--- config.mk ---
export PLATFORM = sky130hd
export DESIGN_NAME = imem_loader
export DESIGN_NICKNAME = d
export VERILOG_FILES = /design/src/rtl/imem_loader_pkg.sv /design/src/rtl/imem_loader.sv
export SDC_FILE = /design/constraint.sdc
export NUM_CORES = 1
export LEC_CHECK = 0
export ABC_AREA = 1
export CORE_UTILIZATION = 60
export DETAILED_ROUTE_END_ITERATION = 10
export DONT_BUFFER_PORTS = 1
export PLACE_DENSITY = 0.76
export SLEW_MARGIN = 20
export SYNTH_ARGS = -nofsm -noshare
export SYNTH_HDL_FRONTEND = slang
export SYNTH_SLANG_ARGS = --single-unit
--- constraint.sdc ---
create_clock -name clk -period 2.6 [get_ports clk]
set_clock_uncertainty 0.15 [all_clocks]
set_input_delay 0.26 -clock clk [delete_from_list [all_inputs] [get_ports clk]]
set_output_delay 0.26 -clock clk [all_outputs]
set_load 0.1 [all_outputs]
--- src/rtl/imem_loader_pkg.sv ---
// Shared definitions for the instruction-memory byte-stream loader.
package imem_loader_pkg;

  localparam int unsigned BYTE_W     = 8;
  localparam int unsigned LEN_CNT_W  = 9;  // holds 1..256 remaining bytes
  localparam int unsigned WAIT_CNT_W = 4;

  localparam logic [BYTE_W-1:0] SYNC_BYTE = 8'hA5;

  typedef enum logic [2:0] {
    IDLE,
    ADDR,
    LEN,
    DATA,
    WAIT,
    CSUM
  } state_t;

  function automatic logic [BYTE_W-1:0] csum_add(input logic [BYTE_W-1:0] a,
                                                 input logic [BYTE_W-1:0] b);
    return a + b;
  endfunction

endpackage

--- src/rtl/imem_loader.sv ---
// Parses SYNC/ADDR/LEN/DATA/CSUM frames from a byte stream and writes them
// into instruction memory, holding the CPU in reset until a frame is good.
module imem_loader
  import imem_loader_pkg::*;
#(
  parameter int unsigned ADDR_W  = 8,
  parameter int unsigned WR_WAIT = 0,
  parameter int unsigned TIMEOUT = 1024
) (
  input  logic              clk,
  input  logic              rst,
  input  logic              in_valid,
  input  logic [BYTE_W-1:0] in_data,
  output logic              in_ready,
  output logic              mem_we,
  output logic [ADDR_W-1:0] mem_addr,
  output logic [BYTE_W-1:0] mem_wdata,
  output logic              cpu_hold,
  output logic              busy,
  output logic              done,
  output logic              err
);

  localparam int unsigned IDLE_W = (TIMEOUT < 2) ? 1 : $clog2(TIMEOUT);
  localparam logic [IDLE_W-1:0] IDLE_LAST =
    IDLE_W'((TIMEOUT == 0) ? 0 : TIMEOUT - 1);
  localparam logic [WAIT_CNT_W-1:0] WAIT_LOAD =
    WAIT_CNT_W'((WR_WAIT == 0) ? 0 : WR_WAIT - 1);
  localparam bit TIMEOUT_EN = (TIMEOUT != 0);
  localparam bit WAIT_EN    = (WR_WAIT != 0);

  state_t                  state_q, state_d;
  logic [ADDR_W-1:0]       ptr_q, ptr_d;
  logic [LEN_CNT_W-1:0]    rem_q, rem_d;
  logic [BYTE_W-1:0]       sum_q, sum_d;
  logic [IDLE_W-1:0]       idle_q, idle_d;
  logic [WAIT_CNT_W-1:0]   wait_q, wait_d;

  logic                    ready_d, we_d, hold_d, busy_d, done_d, err_d;
  logic [ADDR_W-1:0]       addr_d;
  logic [BYTE_W-1:0]       wdata_d;

  logic                    accept;
  logic                    abort;
  logic [BYTE_W-1:0]       sum_next;

  // State and output registers.
  always_ff @(posedge clk or posedge rst) begin
    if (rst) begin
      state_q   <= IDLE;
      ptr_q     <= '0;
      rem_q     <= '0;
      sum_q     <= '0;
      idle_q    <= '0;
      wait_q    <= '0;
      in_ready  <= 1'b1;
      mem_we    <= 1'b0;
      mem_addr  <= '0;
      mem_wdata <= '0;
      cpu_hold  <= 1'b0;
      busy      <= 1'b0;
      done      <= 1'b0;
      err       <= 1'b0;
    end else begin
      state_q   <= state_d;
      ptr_q     <= ptr_d;
      rem_q     <= rem_d;
      sum_q     <= sum_d;
      idle_q    <= idle_d;
      wait_q    <= wait_d;
      in_ready  <= ready_d;
      mem_we    <= we_d;
      mem_addr  <= addr_d;
      mem_wdata <= wdata_d;
      cpu_hold  <= hold_d;
      busy      <= busy_d;
      done      <= done_d;
      err       <= err_d;
    end
  end

  // Next-state and next-output logic.
  always_comb begin
    state_d  = state_q;
    ptr_d    = ptr_q;
    rem_d    = rem_q;
    sum_d    = sum_q;
    idle_d   = idle_q;
    wait_d   = wait_q;
    we_d     = 1'b0;
    addr_d   = mem_addr;
    wdata_d  = mem_wdata;
    hold_d   = cpu_hold;
    done_d   = done;
    err_d    = err;
    abort    = 1'b0;
    accept   = in_valid && in_ready;
    sum_next = csum_add(sum_q, in_data);

    // Inter-byte idle watchdog, only while a byte is expected.
    if (state_q inside {ADDR, LEN, DATA, CSUM}) begin
      if (accept) begin
        idle_d = '0;
      end else if (TIMEOUT_EN) begin
        if (idle_q == IDLE_LAST) begin
          abort  = 1'b1;
          idle_d = '0;
        end else begin
          idle_d = idle_q + 1'b1;
        end
      end
    end

    case (state_q)
      IDLE: begin
        if (accept && in_data == SYNC_BYTE) begin
          state_d = ADDR;
          sum_d   = '0;
          idle_d  = '0;
          done_d  = 1'b0;
          err_d   = 1'b0;
          hold_d  = 1'b1;
        end
      end
      ADDR: begin
        if (accept) begin
          ptr_d   = ADDR_W'(in_data);
          sum_d   = sum_next;
          state_d = LEN;
        end
      end
      LEN: begin
        if (accept) begin
          rem_d   = (in_data == '0) ? LEN_CNT_W'(256) : LEN_CNT_W'(in_data);
          sum_d   = sum_next;
          state_d = DATA;
        end
      end
      DATA: begin
        if (accept) begin
          we_d    = 1'b1;
          addr_d  = ptr_q;
          wdata_d = in_data;
          ptr_d   = ptr_q + 1'b1;
          rem_d   = rem_q - LEN_CNT_W'(1);
          sum_d   = sum_next;
          if (WAIT_EN) begin
            state_d = WAIT;
            wait_d  = WAIT_LOAD;
          end else if (rem_q == LEN_CNT_W'(1)) begin
            state_d = CSUM;
          end
        end
      end
      WAIT: begin
        if (wait_q == '0) begin
          state_d = (rem_q == '0) ? CSUM : DATA;
        end else begin
          wait_d = wait_q - 1'b1;
        end
      end
      CSUM: begin
        if (accept) begin
          state_d = IDLE;
          sum_d   = sum_next;
          if (sum_next == '0) begin
            done_d = 1'b1;
            hold_d = 1'b0;
          end else begin
            err_d = 1'b1;
          end
        end
      end
      default: state_d = IDLE;
    endcase

    // Abort only fires on a cycle with no accepted byte; cpu_hold is kept.
    if (abort) begin
      state_d = IDLE;
      err_d   = 1'b1;
    end

    ready_d = (state_d != WAIT);
    busy_d  = (state_d != IDLE);
  end

endmodule

Yosys cells after proc, flatten, opt, wreduce, memory -nomap -nowiden
Index checks and enable logic that the tools add are counted.

Register bits: 64. Latch bits: 0. RAM bits: 0. Bits in read-only memories: 0. Input bits: 11. Output and inout port bits: 22. Word-level logic and storage cells: 103. Memories: 0.

$add $sub $neg: 5. $mul: 0. Div/mod/pow operators: 0. Magnitude comparators: 0. Equal/unequal tests: 19. Shifts and indexed selects: 0. Muxes and demuxes: 42. Bitwise logic cells: 1. Reductions and logical operators: 22.

Operator list (count): $mux 10 (5); $mux 8 (4); $pmux 8 s2 (2); $mux 3 (9); $mux 9 (3); $pmux 3 s6 (1); $pmux 9 s2 (1); $logic_not 8->1 (2); $mux 1 (14); $ne 3x3->1 const B (4); $add 10x1->10 const B (1); $eq 10x10->1 const B (1); $ne 2x2->1 const B (5); $eq 9x1->1 const B (1); $logic_not 9->1 (1); $reduce_and 3->1 (3); $sub 9x1->9 const B (1); $add 8x1->8 const B (1); $add 8x8->8 (1); $eq 8x8->1 const B (1); $reduce_and 4->1 (2); $reduce_bool 2->1 (4); $eq 3x2->1 const B (2); $eq 3x3->1 const B (2); 12 further kinds (18).

Longest topological paths before layout
Word-level depth: 6. Depth in mapped cells: 14. Gate-level depth less buffers: 14.

Least setup slack after synthesis
OpenSTA, ideal clock, no wires.

Kind: flip-flop to flip-flop. From: register in_ready. To: register mem_wdata[1]. Library setup time: 125 ps. Arrival time: 1774 ps. Required time: 2325 ps. Setup slack: 551 ps. Cell stages (with the launch flop): 9. Buffers on the path: 1. Cell sequence: dfstp_2 nand2_1 inv_1 nand2_1 nor2_2 inv_2 buf_2 nand2_1 o21ai_1.

Cells in the longest elaborated chain, start to end: 2.

RTL lines: start: declaration (line imem_loader.sv:14) `output logic in_ready,`; start signal: assignment (line imem_loader.sv:71) `in_ready <= ready_d;`; $logic_and 1x1->1 (line imem_loader.sv:97) `accept = in_valid && in_ready;`; $reduce_and 2->1 (no line); end signal: assignment (line imem_loader.sv:74) `mem_wdata <= wdata_d;`; end: declaration (line imem_loader.sv:17) `output logic [BYTE_W-1:0] mem_wdata,`.

Every way passes these cells. A chain may end at the register's enable or synchronous reset.

Final worst setup path
From: register sum_q[0]. To: register cpu_hold.

Cells in the longest elaborated chain, start to end: 4.

RTL lines: start: declaration (line imem_loader.sv:35) `logic [BYTE_W-1:0] sum_q, sum_d;`; start signal: assignment (line imem_loader.sv:68) `sum_q <= sum_d;`; $add 8x8->8 (line imem_loader_pkg.sv:21) `return a + b;`; $logic_not 8->1 (line imem_loader.sv:166) `if (sum_next == '0) begin`; $ne 2x1->1 (no line); $reduce_and 4->1 (no line); end signal: assignment (line imem_loader.sv:75) `cpu_hold <= hold_d;`; end: declaration (line imem_loader.sv:18) `output logic cpu_hold,`.

Every way passes these cells.

==> results.py <==
metrics = {
    "setup_path": {
        "critical-path-top-cell-by-count": "sky130_fd_sc_hd__nand2_1",
        "worst_setup_startpoint": "sum_q[0]",
        "critical-path-slowest-cell": "sky130_fd_sc_hd__fa_1",
        "cp_slowest_stage_delay_ns": 0.41,
        "worst_r2r_path_depth": 14,
        "crit_path_launch_type": "register",
        "timing.rr.start": "sum_q[0]",
        "worst-setup-path-type": "register to register",
        "critical_path.cell_chain": "ha_1 -> fa_1 -> nand2_1 -> nand2_1 -> nand2_1 -> nand2_1 -> nand2_1 -> nand3_1 -> nor2_1 -> nand2_1 -> nand2_1 -> nand2_1 -> nand2_1 -> nand2_1",
        "critPathArrivalTime_ns": 2.28,
        "regToRegEndpoint": "cpu_hold",
        "critPathMaxFanout": 3,
        "timing.critical_path.to": "cpu_hold",
        "critPathCaptureType": "register",
        "reg2reg_slack_ns": 0.40,
        "cp_data_required_time_ns": 2.68,
    },
    "hold_path": {
        "hold_path_class": "input pin to register",
    },
    "yosys": {
        "synth_enable_flop_cells": 0,
        "netlist_area_um2": 3620,
        "postSynthCellCount": 463,
        "post-synth-top-area-fraction_pct": 43.6,
        "most_frequently_used_flop_master_after_synthesis": "sky130_fd_sc_hd__dfrtp_1",
        "biggest_area_consumer_among_synthesized_cells": "sky130_fd_sc_hd__dfrtp_1",
        "synth_area_leaders": "sky130_fd_sc_hd__dfrtp_1, sky130_fd_sc_hd__nand2_1, sky130_fd_sc_hd__inv_1",
        "syn-num-nets": 488,
        "postSynthAreaPerCell_um2": 7.81,
        "synth.yosys.seq_area_share_pct": 44.3,
        "synth-async-reset-ratio_pct": 100,
        "yosys_warnings": 0,
        "yosysUniqueCellTypes": 35,
        "synth.ff_latch_count": 64,
    },
    "global_route": {
        "largest_net_degree_at_the_start_of_global_routing": 65,
        "grt_pass1_vias": 2912,
        "global_route_total_overflow": 0,
        "grt_pass1_wl_mm": 13.4,
        "antenna_found_initial": 0,
        "globalRouteTotalUtil_pct": 27.9,
    },
    "place": {
        "place.detailed.hpwl_mm": 5.74,
        "port-buffer-count": 0,
        "final_weighted_congestion_in_routability_driven_placement": 0.895,
        "dp_worst_setup_slack_ns": 0.444,
    },
    "clocking": {
        "clock_sinks": 64,
        "cts_buffer_depth": 2,
        "ctsResizeCount": 0,
        "clkTransAtPathRegs_ns": 0.08,
        "cts_tree": "yes",
        "number_of_setup_buffers_added_after_cts": 0,
        "clock_insertion_delay_worst_skew_ns": 0.35,
        "cts_root_buf": "sky130_fd_sc_hd__clkbuf_8",
        "clock_buffer_count_from_cts": 9,
        "number_of_levels_in_the_clock_h_tree": 3,
        "postCtsHoldBufs": 7,
    },
    "timing": {
        "grt_setup_unrepaired": "no",
        "accumulated_negative_setup_slack_ns": 0,
        "fin_worst_hold_slack_ns": 0.0102,
        "fmax_mhz": 455,
        "final-hold-violation-count": 0,
        "setup_viol_count_final": 0,
        "slew_headroom_pct": 39.3,
        "number_of_pins_with_negative_max_slew_slack_in_the_final_report": 0,
        "worstMarginPinSlew_ns": 0.911,
        "finalCritPeriodShare_pct": 84.5,
        "layout_setup_ws_ns": 0.402,
        "timing.final.crit_period_ns": 2.20,
    },
    "layout": {
        "synthToLayoutAreaGrowth_pct": 10.5,
        "antenna_cells": 0,
        "multi_input_area_um2": 1700,
        "sequential_cell_area_um2": 1600,
        "utilization_pct": 70.8,
        "layout.cells.most_common": "sky130_fd_sc_hd__nand2_1",
        "drive_gt1_share_pct": 10.5,
        "final_net_count": 505,
        "mostFrequentLayoutCells": "sky130_fd_sc_hd__nand2_1, sky130_fd_sc_hd__inv_1, sky130_fd_sc_hd__dfrtp_1",
        "fill_cell_count": 463,
    },
    "power_and_ir_drop": {
        "p_leak_uw": 0.00202,
        "power_density_nw_per_um2": 1330,
        "worst_ir_drop_vdd_uv": 963,
    },
    "route": {
        "number_of_nets_with_antenna_violations_after_detailed_routing": 0,
        "drcViolationCount": 0,
        "drt_pass1_iterations": 5,
        "routed-via-count": 3111,
        "first_iter_violations": 195,
        "drt-wirelength-per-cell_um": 14.4,
        "total_routed_wirelength_mm": 8.05,
        "vias_per_cell": 5.59,
    },
    "floorplanning": {
        "pin_count": 33,
        "die_x_um": 79.6,
        "core-area_um2": 5640,
        "fp.dieH_um": 79.6,
        "floorplan.initialDensity_pct": 64.1,
        "std_cell_rows": 27,
        "dieArea_um2": 6340,
    },
    "flow_run": {
        "drv.max_cap_violation_count": 0,
    },
    "run_status": {
        "run_status": "complete, no violations",
    },
}
==> kinds of logic (layout without fill, tap and decap cells) <==
family / Yosys count / in the layout / share of synthesized area [%]
adder cells (fa/ha/maj): 14 / 14 / 5.05
AO/OA/AOI/OAI: 91 / 91 / 14.6
XOR/XNOR: 9 / 9 / 2.18
AND/OR/NAND/NOR: 208 / 208 / 25.3
buffers and inverters: 77 / 99 / 8.58
flip-flops: 64 / 64 / 44.3
==> worst min-delay path by stage <==
stage,start,end,slack [ns],cells after the start
global route,in_data[5],mem_wdata[5],0.02,2
floorplan,in_data[1],mem_wdata[1],0.24,2
global placement,in_data[1],mem_wdata[1],0.25,2
CTS,in_data[5],mem_wdata[5],0.002,2
finish,in_data[5],mem_wdata[5],0.01,2
detailed placement,in_data[1],mem_wdata[1],0.27,2
==> registers in the layout (all words and copies together), names as in the netlist <==
signal and count:
idle_q 10, rem_q 9, mem_addr 8, mem_wdata 8
ptr_q 8, sum_q 8, wait_q 4, state_q 3
busy 1, cpu_hold 1, done 1, err 1
in_ready 1, mem_we 1
==> through the flow <==
step           std cells  total power, uW  area [um^2]
2_1_floorplan        463             3930         3620
4_1_cts              557             5290         4000
5_1_grt              557             5670         4000
3_5_place_dp         534             4310         3700
6_report             557             5300         4000
3_3_place_gp         534             4250         3700
==> worst max-delay path, delay by kind of cell (launching register included) <==
kind / cells / cell delay, ns
flip-flops: 1 / 0.38
AND/OR/NAND/NOR: 12 / 0.93
adder cells (fa/ha/maj): 2 / 0.62
==> final cells by class <==
cell class,count,area share [%]
multi-input combinational,322,42.6
sequential,64,40.1
inverter,70,6.57
clock buffer,11,3.54
timing repair buffer,13,2.88
tap,72,2.25
clock inverter,5,2.00
==> report_power, final <==
part / internal [uW] / total, uW / switching, uW / leakage [uW]
registers: 1330 / 2340 / 1010 / 0.000805
logic: 642 / 1990 / 1350 / 0.00111
clock network: 565 / 968 / 403 / 0.000106
==> synth_stat cells (8+ instances only) <==
cell / number
sky130_fd_sc_hd__o21ai_2: 8
sky130_fd_sc_hd__ha_1: 13
sky130_fd_sc_hd__a31oi_1: 9
sky130_fd_sc_hd__inv_1: 66
sky130_fd_sc_hd__nor2_1: 32
sky130_fd_sc_hd__a21oi_1: 21
sky130_fd_sc_hd__dfrtp_1: 63
sky130_fd_sc_hd__nand2_1: 125
sky130_fd_sc_hd__o21ai_0: 27
sky130_fd_sc_hd__o21ai_1: 12
sky130_fd_sc_hd__nand3_1: 21
==> metal layers <==
metal	track usage (%)	wire, um	vias to the layer above
met5	0	0	-
met4	13.8	204	0
met3	6.74	472	25
met2	43.4	3600	86
met1	36.1	3770	1465
li1	-	-	1535
(Power assumes the default switching activity.)
